[config.mk]
export PLATFORM = sky130hd
export DESIGN_NAME = cat_motion_ctl
export DESIGN_NICKNAME = d
export VERILOG_FILES = /design/src/rtl/cat_motion_ctl.sv
export SDC_FILE = /design/constraint.sdc
export NUM_CORES = 1
export LEC_CHECK = 0
export CAP_MARGIN = 20
export CORE_ASPECT_RATIO = 1.25
export CORE_MARGIN = 8
export CORE_UTILIZATION = 50
export DETAILED_ROUTE_END_ITERATION = 6
export GPL_TIMING_DRIVEN = 0
export MAX_ROUTING_LAYER = met4
export PLACE_DENSITY = 0.72
export SLEW_MARGIN = 20
export SYNTH_ARGS = -nofsm -noshare
export SYNTH_HDL_FRONTEND = slang
export SYNTH_SLANG_ARGS = --single-unit
[constraint.sdc]
create_clock -name pclk -period 5.55 [get_ports pclk]
set_clock_uncertainty 0.05 [all_clocks]
set_input_delay 1.11 -clock pclk [delete_from_list [all_inputs] [get_ports pclk]]
set_output_delay 1.11 -clock pclk [all_outputs]
set_load 0.05 [all_outputs]
[src/rtl/cat_motion_ctl.sv]
// Frame-rate motion controller for a walking/jumping cat sprite, updated once per vblank rising edge.
// Optional build macro CAT_WRAP_EN: horizontal motion wraps around the screen instead of saturating.
module cat_motion_ctl #(
    parameter int SCREEN_W = 800,
    parameter int SCREEN_H = 600,
    parameter int SPRITE_W = 48,
    parameter int SPRITE_H = 64,
    parameter int STEP     = 4,
    parameter int JUMP_V0  = 16,
    parameter int VMAX     = 16
) (
    input  logic        pclk,
    input  logic        rst_n,
    input  logic        vblnk_in,
    input  logic        start,
    input  logic        left,
    input  logic        right,
    input  logic        jump,
    output logic [11:0] xpos,
    output logic [11:0] ypos,
    output logic        frame_tick,
    output logic        airborne
);

    localparam logic signed [12:0] XMAX_S   = 13'(SCREEN_W - SPRITE_W);
    localparam logic signed [12:0] GROUND_S = 13'(SCREEN_H - SPRITE_H);
    localparam logic signed [12:0] STEP_S   = 13'(STEP);
    localparam logic        [11:0] X0       = 12'((SCREEN_W - SPRITE_W) / 2);
    localparam logic        [11:0] GROUND_Y = 12'(SCREEN_H - SPRITE_H);
    localparam logic        [4:0]  V0       = 5'(JUMP_V0);
    localparam logic        [4:0]  VMAX_V   = 5'(VMAX);

    typedef enum logic [1:0] {IDLE, GROUND, RISE, FALL} state_t;

    state_t             state_reg, state_next;
    logic        [11:0] x_next, y_next, x_moved;
    logic        [4:0]  vel_reg, vel_next, vel_inc;
    logic               vblnk_reg;
    logic               tick;
    logic               airborne_next;
    logic signed [12:0] x_calc, y_calc;

    // Edge detector runs every cycle, independent of the FSM update.
    assign tick = vblnk_in & ~vblnk_reg;

    always_ff @(posedge pclk or negedge rst_n) begin
        if (!rst_n) begin
            state_reg  <= IDLE;
            xpos       <= X0;
            ypos       <= GROUND_Y;
            vel_reg    <= '0;
            frame_tick <= 1'b0;
            airborne   <= 1'b0;
            vblnk_reg  <= 1'b0;
        end else begin
            vblnk_reg  <= vblnk_in;
            frame_tick <= tick;
            if (tick) begin
                state_reg <= state_next;
                xpos      <= x_next;
                ypos      <= y_next;
                vel_reg   <= vel_next;
                airborne  <= airborne_next;
            end
        end
    end

    // Candidate horizontal position for any non-idle state.
    always_comb begin
        x_calc = $signed({1'b0, xpos});
        if (left && !right)
            x_calc = x_calc - STEP_S;
        else if (right && !left)
            x_calc = x_calc + STEP_S;
`ifdef CAT_WRAP_EN
        if (x_calc < 0)
            x_moved = 12'(x_calc + XMAX_S + 13'sd1);
        else if (x_calc > XMAX_S)
            x_moved = 12'(x_calc - XMAX_S - 13'sd1);
        else
            x_moved = 12'(x_calc);
`else
        if (x_calc < 0)
            x_moved = 12'd0;
        else if (x_calc > XMAX_S)
            x_moved = 12'(XMAX_S);
        else
            x_moved = 12'(x_calc);
`endif
    end

    always_comb begin
        state_next = state_reg;
        x_next     = xpos;
        y_next     = ypos;
        vel_next   = vel_reg;
        y_calc     = $signed({1'b0, ypos});
        vel_inc    = (vel_reg >= VMAX_V) ? VMAX_V : vel_reg + 5'd1;
        case (state_reg)
            IDLE: begin
                x_next   = X0;
                y_next   = GROUND_Y;
                vel_next = '0;
                if (start)
                    state_next = GROUND;
            end
            GROUND: begin
                x_next = x_moved;
                if (jump) begin
                    state_next = RISE;
                    vel_next   = V0;
                end
            end
            RISE: begin
                x_next = x_moved;
                y_calc = $signed({1'b0, ypos}) - $signed({8'b0, vel_reg});
                if (y_calc <= 0) begin
                    y_next     = '0;
                    vel_next   = '0;
                    state_next = FALL;
                end else begin
                    y_next   = 12'(y_calc);
                    vel_next = vel_reg - 5'd1;
                    if (vel_reg <= 5'd1)
                        state_next = FALL;
                end
            end
            FALL: begin
                x_next   = x_moved;
                vel_next = vel_inc;
                y_calc   = $signed({1'b0, ypos}) + $signed({8'b0, vel_inc});
                if (y_calc >= GROUND_S) begin
                    y_next     = GROUND_Y;
                    vel_next   = '0;
                    state_next = GROUND;
                end else begin
                    y_next = 12'(y_calc);
                end
            end
            default: state_next = IDLE;
        endcase
    end

    always_comb begin
        airborne_next = (state_next == RISE) || (state_next == FALL);
    end

endmodule
==> summary.txt, run 1 <==
STA
  • Final slew viol count: 0
  • Finish-stage setup viols: 0
  • Final cycle utilization of the critical path: 0.6474
  • Final TNS setup: 0 ns
  • FMAX: 278.3 MHz
  • Worst-margin pin slew: about 0.75 ns
  • RSZ-0062 raised after global routing: no
  • Fin crit period: approximately 3.6 ns
  • Slew HR: 0.5030
  • Final Hold Vio Count: 0

Worst setup path
  • Crit path launch: vel_reg[1]
  • Startpoint type of the worst setup path: register
  • Setup crit end kind: register
  • Worst-path fanout max: 10
  • Critical path class: register to register
  • Critical Path AT: about 3.7 ns
  • Worst r2r src: vel_reg[1]
  • WP data required: ~5.7 ns

Route
  • Residual DRC: 0
  • DR WL/cell: roughly 16 um
  • Drt initial violations: approximately 160
  • Metal-1 WL: around 3100 um
  • WL final: approximately 7700 um
  • Routed length on met2: between 4000 and 5000 um
  • DR vias: between 2000 and 3000
  • Vias/cell: around 6.0
  • Detail Route met3 WL: around 330 um
  • Detailed Routing Iterations Pass 1: 5
  • ANT nets after route: 0
  • Highest routed layer: met4

Global routing
  • Global Route Usage Sum: 0.1900
  • GRT overflow: 0
  • Largest net degree at the start of global routing: 32
  • Vias in the first global route: between 2000 and 3000
  • Initial antenna violation count: 0
  • Global-route wire length before repair: roughly 13000 um

Die
  • IO Pins: 33
  • Die Y-Extent: 101.0 um
  • Row cnt: 31
  • Die Wd: 83.99 um
  • Initial core utilization: 0.5067
  • Die Footprint: approximately 8500 um2
  • Total core area: 5702 um2

Pwr
  • Final Power: 2.404 mW
  • Psw: roughly 1.3 mW
  • Combinational cell fraction of total power: 0.720
  • Sw Share: 0.5396
  • Power per Cell Area: 709.6 nW/um2
  • Int Pwr: around 1.1 mW
  • Max VDD drop: between 0.4 and 0.5 mV
  • Leak Pwr: about 1.4 nW
  • Clock Power Share: 0.098
  • Sequential power share: 0.182

Logic synthesis
  • Post-synthesis sequential area ratio: 0.2720
  • Share of synthesized registers carrying an async set or reset: 1.000
  • Count of flip-flops with a built-in enable after synthesis: 0
  • Synthesis Warnings: 0
  • Post-Syn Area: between 2000 and 3000 um2
  • Syn_area_per_cell: about 8 um2
  • Yosys reg bits: 31
  • Ys flop type: dfrtp_1
  • Mapped Cells: between 300 and 400
  • Unique cell type count in the Yosys netlist: 69

Placed design
  • Dpl cells: between 400 and 500
  • Dpl cell area: around 3300 um2
  • Post-DP HPWL: roughly 6000 um
  • Routability cong.: roughly 0.9
  • PortBufs: 30

Final layout
  • Final #Nets: ~430
  • Post-route insts no fill: 467
  • Layout cell share with drive strength beyond 1: 0.1022
  • # diodes: 0
  • Final Cell Area: approximately 3400 um2
  • Max FFs per register: 12
  • Area delta synth->final: 17.28%

Clocking
  • CTS Buffer Depth: 2
  • Clk Latency, worst-skew pair: around 0.29 ns
  • Clk slew on worst S/H paths: ~0.070 ns
  • Post-CTS setup buffers: 0
  • PostCTS Resize Cnt: 0
  • Hold_buf cts: 0
  • # clock sinks: 31
  • Root Driver: clkbuf_8
  • H-tree Lvls: 2
  • CTS tree: yes
  • Total CTS buffers: 5

Hold path
  • Worst min-delay path class: register to register
  • Worst hold path startpoint: ypos[3]

Run status
  • Status: completed

Flow run
  • Max-Cap Viols: 0
[synthesized netlist by cell type (3+ instances only)]
cell | number | share of area
nand3_1 | 12 | 0.021
o22ai_1 | 6 | 0.013
o21ai_1 | 7 | 0.012
inv_1 | 16 | 0.021
nor2b_1 | 4 | 0.0087
ha_1 | 16 | 0.069
and2_1 | 3 | 0.0065
nand2b_1 | 5 | 0.011
nor4_1 | 4 | 0.0087
clkbuf_1 | 10 | 0.013
a211oi_1 | 3 | 0.0078
dfrtp_1 | 23 | 0.20
nor2_1 | 43 | 0.056
a21o_1 | 7 | 0.018
mux2i_1 | 3 | 0.010
a31oi_1 | 10 | 0.022
or2_2 | 4 | 0.0087
o31ai_1 | 3 | 0.0078
nand4_1 | 5 | 0.011
buf_2 | 3 | 0.0052
a21oi_1 | 21 | 0.036
nand2_1 | 40 | 0.052
xnor2_1 | 10 | 0.030
o21ai_0 | 13 | 0.023
nor3_1 | 12 | 0.021
a22oi_1 | 4 | 0.010
dfstp_2 | 8 | 0.073
xor2_1 | 12 | 0.036
[through the flow]
| step | util | setup slack (ns) | hold WS, ns |
|---|---|---|---|
| 3_3_place_gp | 0.5745 | 1.898 | 0.4781 |
| 2_1_floorplan | - | 2.399 | 0.4978 |
| 4_1_cts | 0.5943 | 1.945 | 0.4906 |
| 6_report | 0.5943 | 1.957 | 0.4882 |
| 5_1_grt | 0.5943 | 1.727 | 0.5198 |
| 3_5_place_dp | 0.5736 | 1.785 | 0.4727 |
[worst max-delay path, cell delays in order (launching register included)]
cell       delay (ns)
dfrtp_1          0.42
inv_1            0.22
ha_1             0.31
nor2b_1          0.17
fa_1             0.45
a21oi_1          0.23
a2bb2oi_1        0.32
xnor2_1          0.16
o221ai_1         0.13
o21a_1           0.22
nor3_2           0.24
buf_2            0.30
o21ai_0          0.13
o311ai_1         0.11
[logic make-up after synthesis]
group | share of synthesized area
simple gates | 0.2399
compound gates | 0.2733
buf+inv | 0.04937
flops | 0.2720
xor+xnor | 0.06669
fa+ha+maj | 0.08315
mux | 0.01429
other cells | 0.001298
[layout by cell type, fill, tap and decap left out, drive strengths merged, types with 3 or more instances in the layout]
cell type and instances:
a21oi 22, mux2i 3, nor2b 4, a21o 7
o211ai 3, clkdlybuf4s50 29, o21ai 21, dfrtp 23
nand2b 5, ha 16, o22ai 6, or2 6
a31oi 11, a211oi 6, nor4 4, nor3 13
dfstp 8, nand4 5, o31ai 4, xnor2 10
nand2 40, and2 3, a22oi 5, nor2 43
inv 16, nand3 12, buf 8, clkbuf 16
xor2 12
[power groups by stage]
stage / clock network, mW / logic [mW] / registers (mW)
after global routing: 0.252 / 1.89 / 0.454
after floorplan: 0 / 1.11 / 0.631
after detailed placement: 0 / 1.71 / 0.441
after global placement: 0 / 1.70 / 0.438
after CTS: 0.242 / 1.72 / 0.438
final: 0.237 / 1.73 / 0.438
[per-layer routing]
| metal | up-vias | GRT usage |
|---|---|---|
| met5 | - | - |
| met4 | 0 | 0.08123 |
| met3 | 16 | 0.03236 |
| met2 | 81 | 0.3462 |
| met1 | 1323 | 0.1966 |
| li1 | 1382 | - |
[path summary, 6_finish.rpt]
path                            depth (start not counted)         end  slack (ns)
worst max-delay path                                   13     ypos[7]        1.96
worst min-delay path                                    2     ypos[3]        0.49
worst max register to register                         13     ypos[7]        1.96
worst min register to register                          2     ypos[3]        0.49
max in group asynchronous                               1  frame_tick        4.14
min in group asynchronous                               1     ypos[2]        0.83
[area by class of cell]
type | count | area [um2]
fillers | 540 | 2313
plain buffers | 17 | 82.58
inverters | 16 | 60.06
clock buffers | 6 | 82.58
flip-flops and latches | 31 | 785.8
repair buffers | 30 | 295.3
clock inverters | 2 | 35.03
well taps | 66 | 82.58
multi-input cells | 299 | 1964
(Power assumes the default switching activity.)
==> run 2: changes to the inputs <==
--- a/config.mk
+++ b/config.mk
@@ -12,7 +12,7 @@
 export DETAILED_ROUTE_END_ITERATION = 6
 export GPL_TIMING_DRIVEN = 0
 export MAX_ROUTING_LAYER = met4
-export PLACE_DENSITY = 0.72
+export PLACE_DENSITY = 0.75
 export SLEW_MARGIN = 20
 export SYNTH_ARGS = -nofsm -noshare
 export SYNTH_HDL_FRONTEND = slang
==> constraint.sdc (replaced) <==
create_clock -name pclk -period 3.3 [get_ports pclk]
set_clock_uncertainty 0.05 [all_clocks]
set_input_delay 0.66 -clock pclk [delete_from_list [all_inputs] [get_ports pclk]]
set_output_delay 0.66 -clock pclk [all_outputs]
set_load 0.05 [all_outputs]
==> summary.txt, run 2 (synthesis results as in run 1) <==
STA
  • RSZ-0062 raised after global routing: yes
  • Slew HR: 0.5212
  • Fin crit period: 3.207 ns
  • Hold slack: about 0.38 ns
  • Worst setup margin: roughly 0.093 ns
  • Final Hold Vio Count: 0
  • Final slew viol count: 0
  • Final TNS setup: 0 ns
  • Final cycle utilization of the critical path: 0.9718
  • Worst-margin pin slew: between 0.7 and 0.8 ns
  • FMAX: between 300 and 400 MHz
  • Finish-stage setup viols: 0

Placed design
  • Worst slack, placed: -0.2937 ns
  • Dpl cell area: approximately 3300 um2
  • Post-DP HPWL: between 5000 and 6000 um
  • Dpl cells: 459
  • PortBufs: 30
  • Routability cong.: 0.8924

Hold path
  • Worst min-delay path class: primary input to async pin

Global routing
  • Global Route Usage Sum: 0.1879
  • GRT overflow: 0
  • Global-route wire length before repair: approximately 13000 um
  • Initial antenna violation count: 0
  • Largest net degree at the start of global routing: 32
  • Vias in the first global route: around 2800

Clocking
  • CTS Buffer Depth: 2
  • H-tree Lvls: 2
  • # clock sinks: 31
  • CTS tree: yes
  • Root Driver: clkbuf_8
  • Clk Latency, worst-skew pair: 0.28 ns
  • Clk slew on worst S/H paths: 0.07 ns
  • Hold_buf cts: 0
  • Total CTS buffers: 5

Final layout
  • # diodes: 0
  • Final Cell Area: between 3000 and 4000 um2
  • Most frequent cells in the layout: 42 x nor2_1, 40 x nand2_1, 29 x clkdlybuf4s50_1
  • Final Util: 0.6173
  • Max FFs per register: 12
  • Area delta synth->final: 21.83%
  • Layout cell share with drive strength beyond 1: 0.1572
  • Post-route insts no fill: between 400 and 500
  • Final #Nets: 431
  • FILL cells: roughly 500
  • Commonest non-fill, non-tap cell in the layout: nor2_1

Route
  • Detailed Routing Iterations Pass 1: 4
  • DR vias: roughly 2900
  • ANT nets after route: 0
  • WL final: just under 8000 um
  • Vias/cell: ~6.0
  • DR WL/cell: about 16 um
  • Residual DRC: 0
  • Drt initial violations: roughly 170

Worst setup path
  • Critical path class: register to register
  • Critical Path AT: between 3 and 4 ns
  • Startpoint type of the worst setup path: register
  • Max stage delay on crit path: around 0.45 ns
  • Setup crit end kind: register
  • Worst-path fanout max: 5
  • CP Cell Sequence: ha_1, xnor2_1, nor2_2, ha_4, or2_2, a21o_1, a32oi_1, o221ai_1, o21a_1, or2_4, a211oi_4, a22oi_2
  • Crit path max-delay cell type: dfrtp_2
  • WP data required: ~3.4 ns

Pwr
  • Sequential power share: 0.174
  • Final Power: ~4.3 mW
  • Leak Pwr: between 1 and 1.5 nW
  • Int Pwr: ~2.0 mW
  • Max VDD drop: about 0.8 mV
  • Combinational cell fraction of total power: 0.747
  • Sw Share: 0.5338
  • Power per Cell Area: between 1000 and 1500 nW/um2
  • Clock Power Share: 0.079
  • Psw: around 2.3 mW

Flow run
  • Max-Cap Viols: 0

Die
  • IO Pins: 33
  • Die Footprint: 8482 um2
  • Initial core utilization: 0.5067
  • Total core area: ~5700 um2
  • Die Wd: ~84 um
  • Die Y-Extent: 101.0 um
  • Row cnt: 31

Run status
  • Status: completed
## run 2: changes by cell type in the layout (fill, tap and decap cells not counted), moves of 3 or more
cell and delta:
a21oi_1 -3, buf_4 +5, a21oi_2 +3, ha_1 -3
## run 2: power by group through the flow
stage / clock network, mW / registers, mW / logic [mW]
2_1_floorplan: 0 / 1.06 / 1.87
4_1_cts: 0.343 / 0.739 / 3.02
5_1_grt: 0.358 / 0.774 / 3.48
6_report: 0.337 / 0.747 / 3.20
3_5_place_dp: 0 / 0.743 / 2.89
3_3_place_gp: 0 / 0.737 / 2.84
## run 2: critical path, delay by kind of cell, from the launching register on
| kind | cells | cell delay [ns] |
|---|---|---|
| adder cells (fa/ha/maj) | 2 | 0.49 |
| XOR/XNOR | 1 | 0.14 |
| flip-flops | 1 | 0.45 |
| AND/OR/NAND/NOR | 3 | 0.75 |
| AO/OA/AOI/OAI | 6 | 1.21 |
## run 2: area by class of cell
class	count	area, um2	area share
repair buffers	36	344.1	0.09776
flip-flops and latches	31	787.0	0.2236
plain buffers	17	88.84	0.02524
clock buffers	8	100.1	0.02844
well taps	66	82.58	0.02346
inverters	16	60.06	0.01706
multi-input cells	299	2057	0.5844
## run 2: worst paths after layout
kind,startpoint,to,slack [ns],cells after the start
max,vel_reg[0],ypos[9],0.09,12
min,rst_n,ypos[6],0.38,1
max reg2reg,vel_reg[0],ypos[9],0.09,12
min reg2reg,xpos[5],xpos[5],0.52,2
max in group asynchronous,rst_n,vel_reg[0],2.30,1
min in group pclk,xpos[5],xpos[5],0.52,2
## run 2: what timing repair did
item	4_1_cts	5_1_grt
setup endpoints to repair	14	17
resized for setup	10	14
setup buffers	1	5
endpoints found under the hold margin	0	0
pin swaps	3	9
## run 2: routing by layer
layer / vias to the layer above / global-route usage / wire length (um)
met5: - / - / 0
met2: 73 / 0.3510 / 4180
met1: 1363 / 0.1939 / 3162
met4: 0 / 0.05593 / 141
li1: 1400 / - / -
met3: 14 / 0.03641 / 316
